**src/rtl/spin_readout_collector.sv**
```systemverilog
// Spin read-out collector: captures spin-state vectors on read-out strobes into a flop FIFO,
// then streams them word-serially over a valid/ready link once the final run has been captured.
module spin_readout_collector #(
  parameter int unsigned N_SPIN = 50,
  parameter int unsigned DEPTH  = 16,
  parameter int unsigned OUT_W  = 8
) (
  input  logic                      i_clk,
  input  logic                      i_rstn,
  input  logic                      conf_sys_ctrl_reg_RESET,
  input  logic                      config_dig_spin_read_out_ena_q,
  input  logic [N_SPIN-1:0]         spin_state_in,
  input  logic                      final_run,
  output logic [OUT_W-1:0]          o_data,
  output logic                      o_valid,
  input  logic                      i_ready,
  output logic                      o_last_beat,
  output logic                      o_last_entry,
  output logic [$clog2(DEPTH):0]    capture_count,
  output logic                      overflow,
  output logic                      conf_sys_stat_reg_READOUT_DONE
);

  localparam int unsigned BEATS  = (N_SPIN + OUT_W - 1) / OUT_W;
  localparam int unsigned PAD_W  = BEATS * OUT_W;
  localparam int unsigned PTR_W  = $clog2(DEPTH);
  localparam int unsigned CNT_W  = PTR_W + 1;
  localparam int unsigned BEAT_W = (BEATS > 1) ? $clog2(BEATS) : 1;

  typedef enum logic [1:0] {
    S_COLLECT = 2'd0,
    S_DRAIN   = 2'd1,
    S_DONE    = 2'd2
  } state_t;

  state_t                   r_state;
  logic                     r_reset_q;
  logic [N_SPIN-1:0]        r_mem [DEPTH];
  logic [PTR_W-1:0]         r_wr_ptr;
  logic [PTR_W-1:0]         r_rd_ptr;
  logic [BEAT_W-1:0]        r_beat;
  logic [CNT_W-1:0]         r_count;
  logic                     r_overflow;
  logic                     r_valid;
  logic                     r_done;

  logic                     w_soft_clr;
  logic                     w_full;
  logic                     w_wr_en;
  logic                     w_xfer;
  logic                     w_last_beat;
  logic                     w_last_entry;
  logic [BEATS-1:0][OUT_W-1:0] w_beats;

  assign w_soft_clr   = conf_sys_ctrl_reg_RESET & ~r_reset_q;
  assign w_full       = (r_count == CNT_W'(DEPTH));
  assign w_wr_en      = ~w_soft_clr & (r_state == S_COLLECT) &
                        config_dig_spin_read_out_ena_q & ~w_full;
  assign w_xfer       = r_valid & i_ready;
  assign w_last_beat  = (r_beat == BEAT_W'(BEATS - 1));
  assign w_last_entry = ({1'b0, r_rd_ptr} == (r_count - CNT_W'(1)));

  // Zero-extend the stored vector to a whole number of beats; bit 0 lands in beat 0, bit 0.
  assign w_beats = PAD_W'(r_mem[r_rd_ptr]);

  // Beat data and flags are only meaningful while valid; forced to 0 otherwise.
  assign o_data                         = r_valid ? w_beats[r_beat] : '0;
  assign o_valid                        = r_valid;
  assign o_last_beat                    = r_valid & w_last_beat;
  assign o_last_entry                   = r_valid & w_last_entry;
  assign capture_count                  = r_count;
  assign overflow                       = r_overflow;
  assign conf_sys_stat_reg_READOUT_DONE = r_done;

  // Soft-reset level history for rising-edge detection.
  always_ff @(posedge i_clk or negedge i_rstn) begin
    if (!i_rstn) begin
      r_reset_q <= 1'b0;
    end else begin
      r_reset_q <= conf_sys_ctrl_reg_RESET;
    end
  end

  // Vector storage; contents are never read before being written after a clear.
  always_ff @(posedge i_clk) begin
    if (w_wr_en) begin
      r_mem[r_wr_ptr] <= spin_state_in;
    end
  end

  // Control FSM with pointers, counters and status flags.
  always_ff @(posedge i_clk or negedge i_rstn) begin
    if (!i_rstn) begin
      r_state    <= S_COLLECT;
      r_wr_ptr   <= '0;
      r_rd_ptr   <= '0;
      r_beat     <= '0;
      r_count    <= '0;
      r_overflow <= 1'b0;
      r_valid    <= 1'b0;
      r_done     <= 1'b0;
    end else if (w_soft_clr) begin
      r_state    <= S_COLLECT;
      r_wr_ptr   <= '0;
      r_rd_ptr   <= '0;
      r_beat     <= '0;
      r_count    <= '0;
      r_overflow <= 1'b0;
      r_valid    <= 1'b0;
      r_done     <= 1'b0;
    end else begin
      case (r_state)
        S_COLLECT: begin
          if (config_dig_spin_read_out_ena_q) begin
            if (w_full) begin
              r_overflow <= 1'b1;
            end else begin
              r_wr_ptr <= r_wr_ptr + PTR_W'(1);
              r_count  <= r_count + CNT_W'(1);
            end
            // A final-run strobe ends collection even when it was dropped for lack of space.
            if (final_run) begin
              r_state <= S_DRAIN;
              r_valid <= 1'b1;
            end
          end
        end
        S_DRAIN: begin
          if (config_dig_spin_read_out_ena_q) begin
            r_overflow <= 1'b1;
          end
          if (w_xfer) begin
            if (w_last_beat) begin
              r_beat   <= '0;
              r_rd_ptr <= r_rd_ptr + PTR_W'(1);
              if (w_last_entry) begin
                r_state <= S_DONE;
                r_valid <= 1'b0;
                r_done  <= 1'b1;
              end
            end else begin
              r_beat <= r_beat + BEAT_W'(1);
            end
          end
        end
        S_DONE: begin
          if (config_dig_spin_read_out_ena_q) begin
            r_overflow <= 1'b1;
          end
        end
        default: begin
          r_state <= S_COLLECT;
          r_valid <= 1'b0;
        end
      endcase
    end
  end

endmodule
```
**config.mk**
```make
export PLATFORM = sky130hd
export DESIGN_NAME = spin_readout_collector
export DESIGN_NICKNAME = d
export VERILOG_FILES = /design/src/rtl/spin_readout_collector.sv
export SDC_FILE = /design/constraint.sdc
export NUM_CORES = 1
export LEC_CHECK = 0
export CAP_MARGIN = 10
export CORE_MARGIN = 10
export CORE_UTILIZATION = 40
export DETAILED_ROUTE_END_ITERATION = 8
export HOLD_SLACK_MARGIN = 0.06
export SLEW_MARGIN = 20
export SYNTH_ARGS = -nofsm -noshare
export SYNTH_HDL_FRONTEND = slang
export SYNTH_SLANG_ARGS = --single-unit
```
**constraint.sdc**
```tcl
create_clock -name i_clk -period 7 [get_ports i_clk]
set_input_delay 1.4 -clock i_clk [delete_from_list [all_inputs] [get_ports i_clk]]
set_output_delay 1.4 -clock i_clk [all_outputs]
set_load 0.01 [all_outputs]
```
Yosys cells after proc, flatten, opt, wreduce, memory -nomap -nowiden:

Memory sizes are Yosys's and may differ from the RTL's.
Cells that the tools add are included.
Widths: inputs -> output; s select.

* register bits: 22
* latch bits: 0
* RAM bits: 800
* memory bits (read-only): 0
* output and inout port bits: 18
* word-level logic and storage cells: 100
* memories kept: 1

Memory list
* r_mem: depth 16, bits a word 50, read ports 1, clocked after memory_dff 0, wr ports 1, RTL line 38 `logic [N_SPIN-1:0] r_mem [DEPTH];`

* $add $sub $neg: 5
* multipliers: 0
* divide/modulo/power cells: 0
* magnitude comparators: 1
* eq/ne operators: 14
* shift operators: 0
* muxes and demuxes: 45
* bitwise gates (word level): 10
* reduce and logical (&&, ||, !) cells: 15

Operator list (number)
* $mux 4: 8
* $bmux 8 s3: 1
* $mux 5: 4
* $ne 3x3->1 const B: 6
* $mux 1: 17
* $mux 8: 2
* $mux 2: 6
* $mux 3: 4
* $reduce_bool 2->1: 6
* $add 4x1->4 const B: 2
* $reduce_and 4->1: 2
* $and 1x1->1: 7
* $pmux 2 s3: 1
* $reduce_and 3->1: 2
* $reduce_and 6->1: 1
* $add 5x1->5 const B: 1
* $eq 4x5->1: 1
* $eq 5x5->1 const B: 1
* $sub 5x1->5 const B: 1
* $lt 3x4->1 const B: 1
* $ne 2x2->1 const B: 2
* $add 3x1->3 const B: 1
* $eq 3x3->1 const B: 1
* $ne 3x1->1 const B: 1
* 9 further kinds: 11

Depth between registers and ports, before layout:

Gate-level depths: netlist of run 1.

* depth after elaboration: 8
* mapped depth: 9

Worst setup path before layout of run 1:

Ideal clock, no wire load.

* kind: input port to flip-flop
* from: in config_dig_spin_read_out_ena_q
* to: mem r_mem[15][0] (enable)
* library setup time: 519 ps
* arrival: 5618 ps
* data required time: 6481 ps
* path slack: 863 ps
* stages: 5
* cells stage by stage: nand2_1 nor2_1 buf_1 nand3_1 nor3_1

* word-level cells in the longest chain between the ends: 4

Ends and longest elaborated chain
* from (decl): RTL line 11 `input logic config_dig_spin_read_out_ena_q,`
* $and 1x1->1: RTL line 57 `assign w_wr_en = ~w_soft_clr & (r_state == S_COLLECT) &`
* $and 1x1->1: RTL line 58 `config_dig_spin_read_out_ena_q & ~w_full;`
* $mux 1: RTL line 86 `if (w_wr_en) begin`
* $mux 1 (not written as such): RTL line 87 `r_mem[r_wr_ptr] <= spin_state_in;`
* to (decl): RTL line 38

Every way passes these cells.

Worst setup path in the final report of run 1:

* from: reg r_rd_ptr[0]
* to: out o_data[1]

* word-level cells in the longest chain between the ends: 4

Ends and longest elaborated chain
* from (decl): RTL line 40 `logic [PTR_W-1:0] r_rd_ptr;`
* from (signal assigned): RTL line 135 `r_rd_ptr <= r_rd_ptr + PTR_W'(1);`
* $mem_v2 16x50
* $bmux 8 s3: RTL line 67 `assign o_data = r_valid ? w_beats[r_beat] : '0;`
* $mux 8 (not written as such): RTL line 67
* $mux 8: RTL line 67
* to (decl): RTL line 14 `output logic [OUT_W-1:0] o_data,`

Every way passes these cells. The select of a mux whose other input is x is not followed.

==> metrics.md, run 1 <==
| Metric | Value |
|---|---|
| Status | complete, no violations |
| Largest net degree at the start of global routing | 78 |
| Area Growth Syn to Fin | 15.5% |
| Cts bufs inserted | between 80 and 90 |
| Ratio of total power to cell area | slightly below 300 nW/um^2 |
| Skew final | between 0.01 and 0.015 ns |
| Final Hold Viols | 0 |
| Resized Gates After CTS | 0 |
| Worst setup SP type | flip-flop |
| # rows | approximately 100 |
| Die H | 302 um |
| Time the worst path needs with I/O delays and setup | approximately 5.7 ns |
| Hold_sp | conf_sys_stat_reg_READOUT_DONE |
| DR iter-0 viols | 1,646 |
| Port Buffers | 73 |
| Worst min path class | reg -> reg |
| Mapped Area | about 32,000 um^2 |
| DR vias/cell | approximately 5.7 |
| Leakage | 11.2 nW |
| Post-route cell area | 36,800 um^2 |
| ANT nets after route | 0 |
| Leading area contributor after synthesis | edfxtp_1 |
| Setup TNS | 0 ns |
| NetSw | 2.34 mW |
| Non-filler cells, final | 2,711 |
| Share of power burned in registers | between 50 and 60% |
| Clock sink count | 821 |
| DRC | 0 |
| Clock share of power | 40.7% |
| Required time of the critical path | ~5.6 ns |
| Crit-path slowest cell | dfrtp_4 |
| Critical Path Max Stage Delay | between 0.9 and 1 ns |
| Total vias in the final route | between 15,000 and 20,000 |
| Longest Clk Path Bufs | 3 |
| Synthesized area per cell | 21.6 um^2 |
| Pint | 8.51 mW |
| Switch share | 21.5% |
| Hold Buf Count CTS | 0 |
| Max_cap viols | 0 |
| Commonest cells post-synth | edfxtp_1 (800), mux4_2 (201), nand2_1 (66), a22oi_1 (34), nor2_1 (34) |
| Worst Path Max Fanout | 38 |
| Dpl cell area | roughly 34,000 um^2 |
| Critical path type | reg -> out |
| Slew Limit Fails | 0 |
| Starting Density | about two fifths |
| Hold WS | a little under 0.5 ns |
| RSZ-0062 raised after global routing | false |
| Synth top area share | 75.5% |
| CTS tree | done |
| DR WL/cell | 28.7 um |
| Hpwl dp | 41.2 mm |
| Overall routing resource usage | between 15 and 20% |
| Core Region | approximately 80,000 um^2 |
| Post-Syn Instances | ~1,500 |
| Post-synth net total | 1,542 |
| Post-CTS setup buffers | 0 |
| Top cells by area, synth | edfxtp_1 (76%), mux4_2 (14%), dfrtp_1 (1.7%) |
| Placed cells | 2,563 |
| Worst path arrival time | 4.32 ns |
| Slew Limit Headroom | 21.8% |
| Max Fclk | 175 MHz |
| Grt total ovfl | 0 |
| Post-synth EDFFs | 800 |
| RR Startpoint | r_state[0] |
| H-tree lvl count | 3 |
| CTS clk-pin slew, worst paths | around 0.06 ns |
| Tcrit/Tclk final | 81.7% |
| Number of global-route vias before repair | about 16,000 |
| Top-count cell post-synth | edfxtp_1 |
| Worst setup path start | r_rd_ptr[0] |
| CP Capture Type | output pin |
| Worst Max-Slew Pin Slew | 1.17 ns |
| Drt pass-1 iters | 8 |
| Post-Route WL | 77.9 mm |
| Worst skew pair latency | 0.62 ns |
| Worst ir drop on vdd | 0.187 mV |
| Setup violators final | 0 |
| #FFs+latches synth | 821 |
| Fin nets | 1,665 |
| Crit path cell chain | buf_4, mux4_2, a22oi_1, a21boi_0, a311oi_1, a22oi_1, clkdlybuf4s50_1 |
| Seq/Total Area, Yosys | ~77% |
| Die Width | 302 um |
| CTS root buffer | clkbuf_16 |
| Synth unique cells | 51 |
| Gate power share | 6.8% |
| Layout cells sized above 1 | 23.7% |
| Placer Congestion | 0.778 |
| Initial antenna violation count | 10 |
| Die area | 91,200 um^2 |
| Num ports | 74 |
| Post-synth ARST share | 2.56% |
| First-pass GRT wire length | 112 mm |
| Worst path most repeated cell | a22oi_1 |
| Main flop type after synthesis | edfxtp_1 |
| Yosys warns | 0 |
[sequential cells by signal, indices dropped and copies added, names as in the netlist]
name / flops
r_rd_ptr: 4
capture_count: 5
r_beat: 3
r_mem: 800
conf_sys_stat_reg_READOUT_DONE: 1
overflow: 1
r_reset_q: 1
r_state: 2
r_wr_ptr: 4
[metal layers]
metal | wire length (um) | track usage [%] | vias to the layer above | share of wire (%)
met5 | 43 | 0 | - | 0.055
met4 | 1660 | 4.50 | 6 | 2.1
met3 | 5400 | 3.84 | 129 | 6.9
met2 | 38000 | 27.6 | 545 | 49
met1 | 32700 | 23.1 | 8439 | 42
li1 | - | - | 6450 | -
[layout make-up]
cell class	count	area (um^2)
repair buffers	119	1210
well taps	1050	1310
flip-flops and latches	821	24600
inverters	14	52.6
fillers	6514	42100
diodes	2	5.00
clock inverters	40	454
clock buffers	106	2250
multi-input cells	559	6920
[power by group through the flow]
stage	clock (mW)	combinational, mW	sequential, mW
detailed placement	0	0.740	5.80
global placement	0	0.727	5.78
floorplan	0	0.366	5.78
global route	4.69	0.796	5.71
CTS	4.51	0.744	5.69
finish	4.42	0.738	5.69
[layout by cell type, fill, tap and decap left out, types with 9 or more instances in the layout]
cell type and n:
nand2_1 66, a31oi_1 10, a22oi_1 34, nor2_1 30, mux2i_1 23, o21ai_0 10, clkbuf_16 86, mux4_2 201
nand3_1 22, dfrtp_1 17, o221ai_1 10, clkbuf_1 18, edfxtp_1 800, buf_12 11, ha_1 10, inv_1 13
clkinv_1 15, clkdlybuf4s50_1 72, clkinv_2 10, a21oi_1 19, xor2_1 9, bufinv_16 10, buf_4 35
[cell families (layout without fill, tap and decap cells)]
group / after synthesis / in the layout / share of synthesized area [%]
compound gates: 132 / 132 / 2.98
xor+xnor: 14 / 14 / 0.385
fa+ha+maj: 10 / 10 / 0.393
buf+inv: 96 / 279 / 1.39
flops: 821 / 821 / 77.2
mux: 229 / 229 / 15.1
other cells: 0 / 2 / 0
simple gates: 174 / 174 / 2.56
[final timing paths]
check / to / slack (ns) / depth (start not counted)
max reg2reg: r_mem[4][45] / 2.95 / 8
min in group asynchronous: capture_count[2] / 0.75 / 1
min reg2reg: conf_sys_stat_reg_READOUT_DONE / 0.49 / 1
max in group asynchronous: r_rd_ptr[0] / 5.85 / 1
max: o_data[1] / 1.28 / 7
min: conf_sys_stat_reg_READOUT_DONE / 0.49 / 1
[critical path, delay by kind of cell, from the launching register on]
kind	cells	cell delay [ns]
mux	1	0.55
compound gates	4	1.21
flops	1	0.94
buf+inv	2	0.95
[per-stage QoR]
| step | total power [mW] | setup slack (ns) | utilization [%] |
|---|---|---|---|
| global route | 11.2 | 0.980 | 46.6 |
| finish | 10.8 | 1.28 | 46.6 |
| detailed placement | 6.54 | 1.91 | 43.2 |
| CTS | 10.9 | 1.24 | 46.6 |
| global placement | 6.51 | 1.88 | 43.2 |
| floorplan | 6.15 | 0.863 | - |
Power figures use the tool's default switching activity.
==> run 2: changes to the inputs <==
==> constraint.sdc (replaced) <==
create_clock -name i_clk -period 5.4 [get_ports i_clk]
set_input_delay 1.08 -clock i_clk [delete_from_list [all_inputs] [get_ports i_clk]]
set_output_delay 1.08 -clock i_clk [all_outputs]
set_load 0.01 [all_outputs]
==> run 2 against run 1 <==
- final area grew 1.0%
- sequential power grew 30%
- sequential share of layout area is 0.68 points lower
- global-route usage rose by 0.18 points
- clock power is 34% higher
- routed wire length up 1.0%
- worst hold slack worse by 0.065 ns
- register-to-register slack got worse by 0.86 ns
- count of clock-buffer cells in the layout down 6
- cell count is 0.85% higher
- critical path depth rose by 1
- core utilization grew 0.48 points
- largest cell class unchanged
- highest routed layer unchanged
==> metrics.md, run 2 (same netlist as run 1, synthesis figures left out) <==
| Metric | Value |
|---|---|
| Most frequent cells in the layout | edfxtp_1 (800), mux4_2 (201), clkbuf_16 (85), clkdlybuf4s50_1 (72), nand2_1 (66) |
| Worst Path Max Fanout | 28 (-26%) |
| Worst path arrival time | 4.01 ns (-0.31 ns) |
| Area Growth Syn to Fin | 16.7% |
| Layout cells sized above 1 | 24.9% (+1.1 points) |
| Switch share | 21.9% (+0.37 points) |
| PnR worst setup slack | 0.308 ns (-0.973 ns) |
| H-tree lvl count | 3 (unchanged) |
| Post-Route WL | 78.6 mm (+1.0%) |
| Cts bufs inserted | 83 (-1.2%) |
| Final Hold Viols | 0 (unchanged) |
| Slew Limit Headroom | 33.4% (+12 points) |
| Time the worst path needs with I/O delays and setup | 5.09 ns |
| Required time of the critical path | 4.32 ns (-1.28 ns) |
| Commonest non-fill, non-tap cell in the layout | edfxtp_1 |
| DR vias/cell | 5.72 (-0.35%) |
| Worst skew pair latency | 0.63 ns (about the same) |
| Initial antenna violation count | 8 (-2) |
| DR iter-0 viols | 1,575 (-4.3%) |
| Total vias in the final route | 15,600 (+0.49%) |
| Max_cap viols | 0 (unchanged) |
| Largest register FFs | 800 (unchanged) |
| Post-route cell area | 37,100 um^2 (+1.0%) |
| Max Fclk | 196 MHz |
| Final Util | 47.1% (+0.48 points) |
| Worst setup SP type | flip-flop |
| Die Width | 302 um (unchanged) |
| CTS tree | done |
| Worst ir drop on vdd | 0.239 mV (+28%) |
| Number of global-route vias before repair | 16,200 (+1.7%) |
| Critical Path Max Stage Delay | 0.60 ns (-0.34 ns) |
| Hold WS | 0.428 ns (-0.0649 ns) |
| Gate power share | 7.0% (+0.2 points) |
| ANT nets after route | 0 (unchanged) |
| DR WL/cell | 28.8 um (+0.16%) |
| DRC | 0 (unchanged) |
| Setup violators final | 0 (unchanged) |
| Multi-input combinational cell area | 6910 um^2 (about the same) |
| Crit path cell chain | buf_12, buf_12, mux4_2, mux2i_1, a32oi_1, a22oi_1, o21ai_0, clkdlybuf4s50_1 |
| Starting Density | 40.3% (unchanged) |
| Drt pass-1 iters | 5 (-3) |
| Port Buffers | 73 (unchanged) |
| Placer Congestion | 0.766 (-1.5%) |
| Crit-path slowest cell | a22oi_1 |
| Largest net degree at the start of global routing | 51 (-35%) |
| Post-CTS setup buffers | 0 (unchanged) |
| Worst Max-Slew Pin Slew | 0.997 ns (-0.175 ns) |
| Clock sink count | 821 (unchanged) |
| # rows | 103 (unchanged) |
| NetSw | 3.13 mW (+34%) |
| Longest Clk Path Bufs | 3 (unchanged) |
| Pint | 11.2 mW (+31%) |
| Hold Buf Count CTS | 0 (unchanged) |
| Register area | 24,600 um^2 (unchanged) |
| Biggest register | r_mem |
| Ratio of total power to cell area | 385 nW/um^2 (+30%) |
| DP Worst Slack | 0.949 ns (-0.961 ns) |
| Worst min path class | in -> async |
| Filler cells | 6,488 (-0.40%) |
| Grt total ovfl | 0 (unchanged) |
| Share of power burned in registers | 51.6% (-0.9 points) |
| Hpwl dp | 42.7 mm (+3.5%) |
| CTS clk-pin slew, worst paths | 0.06 ns (about the same) |
| Die area | 91,200 um^2 (unchanged) |
| Status | complete, no violations |
| Power Total | 14.3 mW (+32%) |
| Num ports | 74 (unchanged) |
| Core Region | 78,900 um^2 (unchanged) |
| RSZ-0062 raised after global routing | false |
| Dpl cell area | 34,300 um^2 (+0.79%) |
| Fin nets | 1,679 (+0.84%) |
| Clock share of power | 41.3% (+0.6 points) |
| Buf/Inv on CP | 3 (+1) |
| Crit-path leading delay family | buffers and inverters |
| Leakage | 11.4 nW (+1.7%) |
| Worst path most repeated cell | buf_12 |
| CTS root buffer | clkbuf_16 |
| First-pass GRT wire length | 114 mm (+1.9%) |
| Tcrit/Tclk final | 94.3% |
| Resized Gates After CTS | 0 (unchanged) |
| Skew final | 0.0299 ns (+0.0173 ns) |
| Die H | 302 um (unchanged) |
| Overall routing resource usage | 17.2% (+0.18 points) |
| Slew Limit Fails | 0 (unchanged) |
| Critical path type | reg -> out |
| CP Capture Type | output pin |
==> run 2: worst paths after layout <==
kind	depth (start not counted)	end	slack, ns	startpoint
max	8	o_data[6]	0.31	r_rd_ptr[0]
min	1	capture_count[1]	0.43	i_rstn
max reg2reg	9	r_mem[10][31]	2.09	capture_count[0]
min reg2reg	1	conf_sys_stat_reg_READOUT_DONE	0.49	conf_sys_stat_reg_READOUT_DONE
max in group asynchronous	1	r_rd_ptr[1]	4.56	i_rstn
min in group i_clk	1	conf_sys_stat_reg_READOUT_DONE	0.49	conf_sys_stat_reg_READOUT_DONE
==> run 2: layout make-up <==
cell class	instances	area share, %
Inverter	14	0.142
Antenna cell	2	0.0135
Clock inverter	54	1.68
Sequential cell	821	66.1
Clock buffer	100	5.88
Timing Repair Buffer	134	4.00
Tap cell	1050	3.54
Multi-Input combinational cell	559	18.6
==> run 2: layer usage <==
layer	track usage (%)	up-vias	share of wire, %
met5	0	-	0.067
met2	27.7	628	49
met3	3.75	127	7.7
met4	4.59	8	2.3
met1	23.6	8407	41
li1	-	6476	-
==> run 2: power groups by stage <==
| stage | clock, mW | combinational (mW) | sequential (mW) |
|---|---|---|---|
| after floorplan | 0 | 0.474 | 7.49 |
| after global placement | 0 | 0.988 | 7.50 |
| after detailed placement | 0 | 1.00 | 7.52 |
| after CTS | 6.02 | 1.01 | 7.38 |
| after global routing | 6.27 | 1.08 | 7.40 |
| final | 5.91 | 1.00 | 7.38 |
==> run 2: metrics by stage <==
step | instances | setup TNS, ns
CTS | 2732 | 0
finish | 2734 | 0
global route | 2732 | 0
floorplan | 1476 | -166.94
detailed placement | 2578 | 0
global placement | 2578 | 0
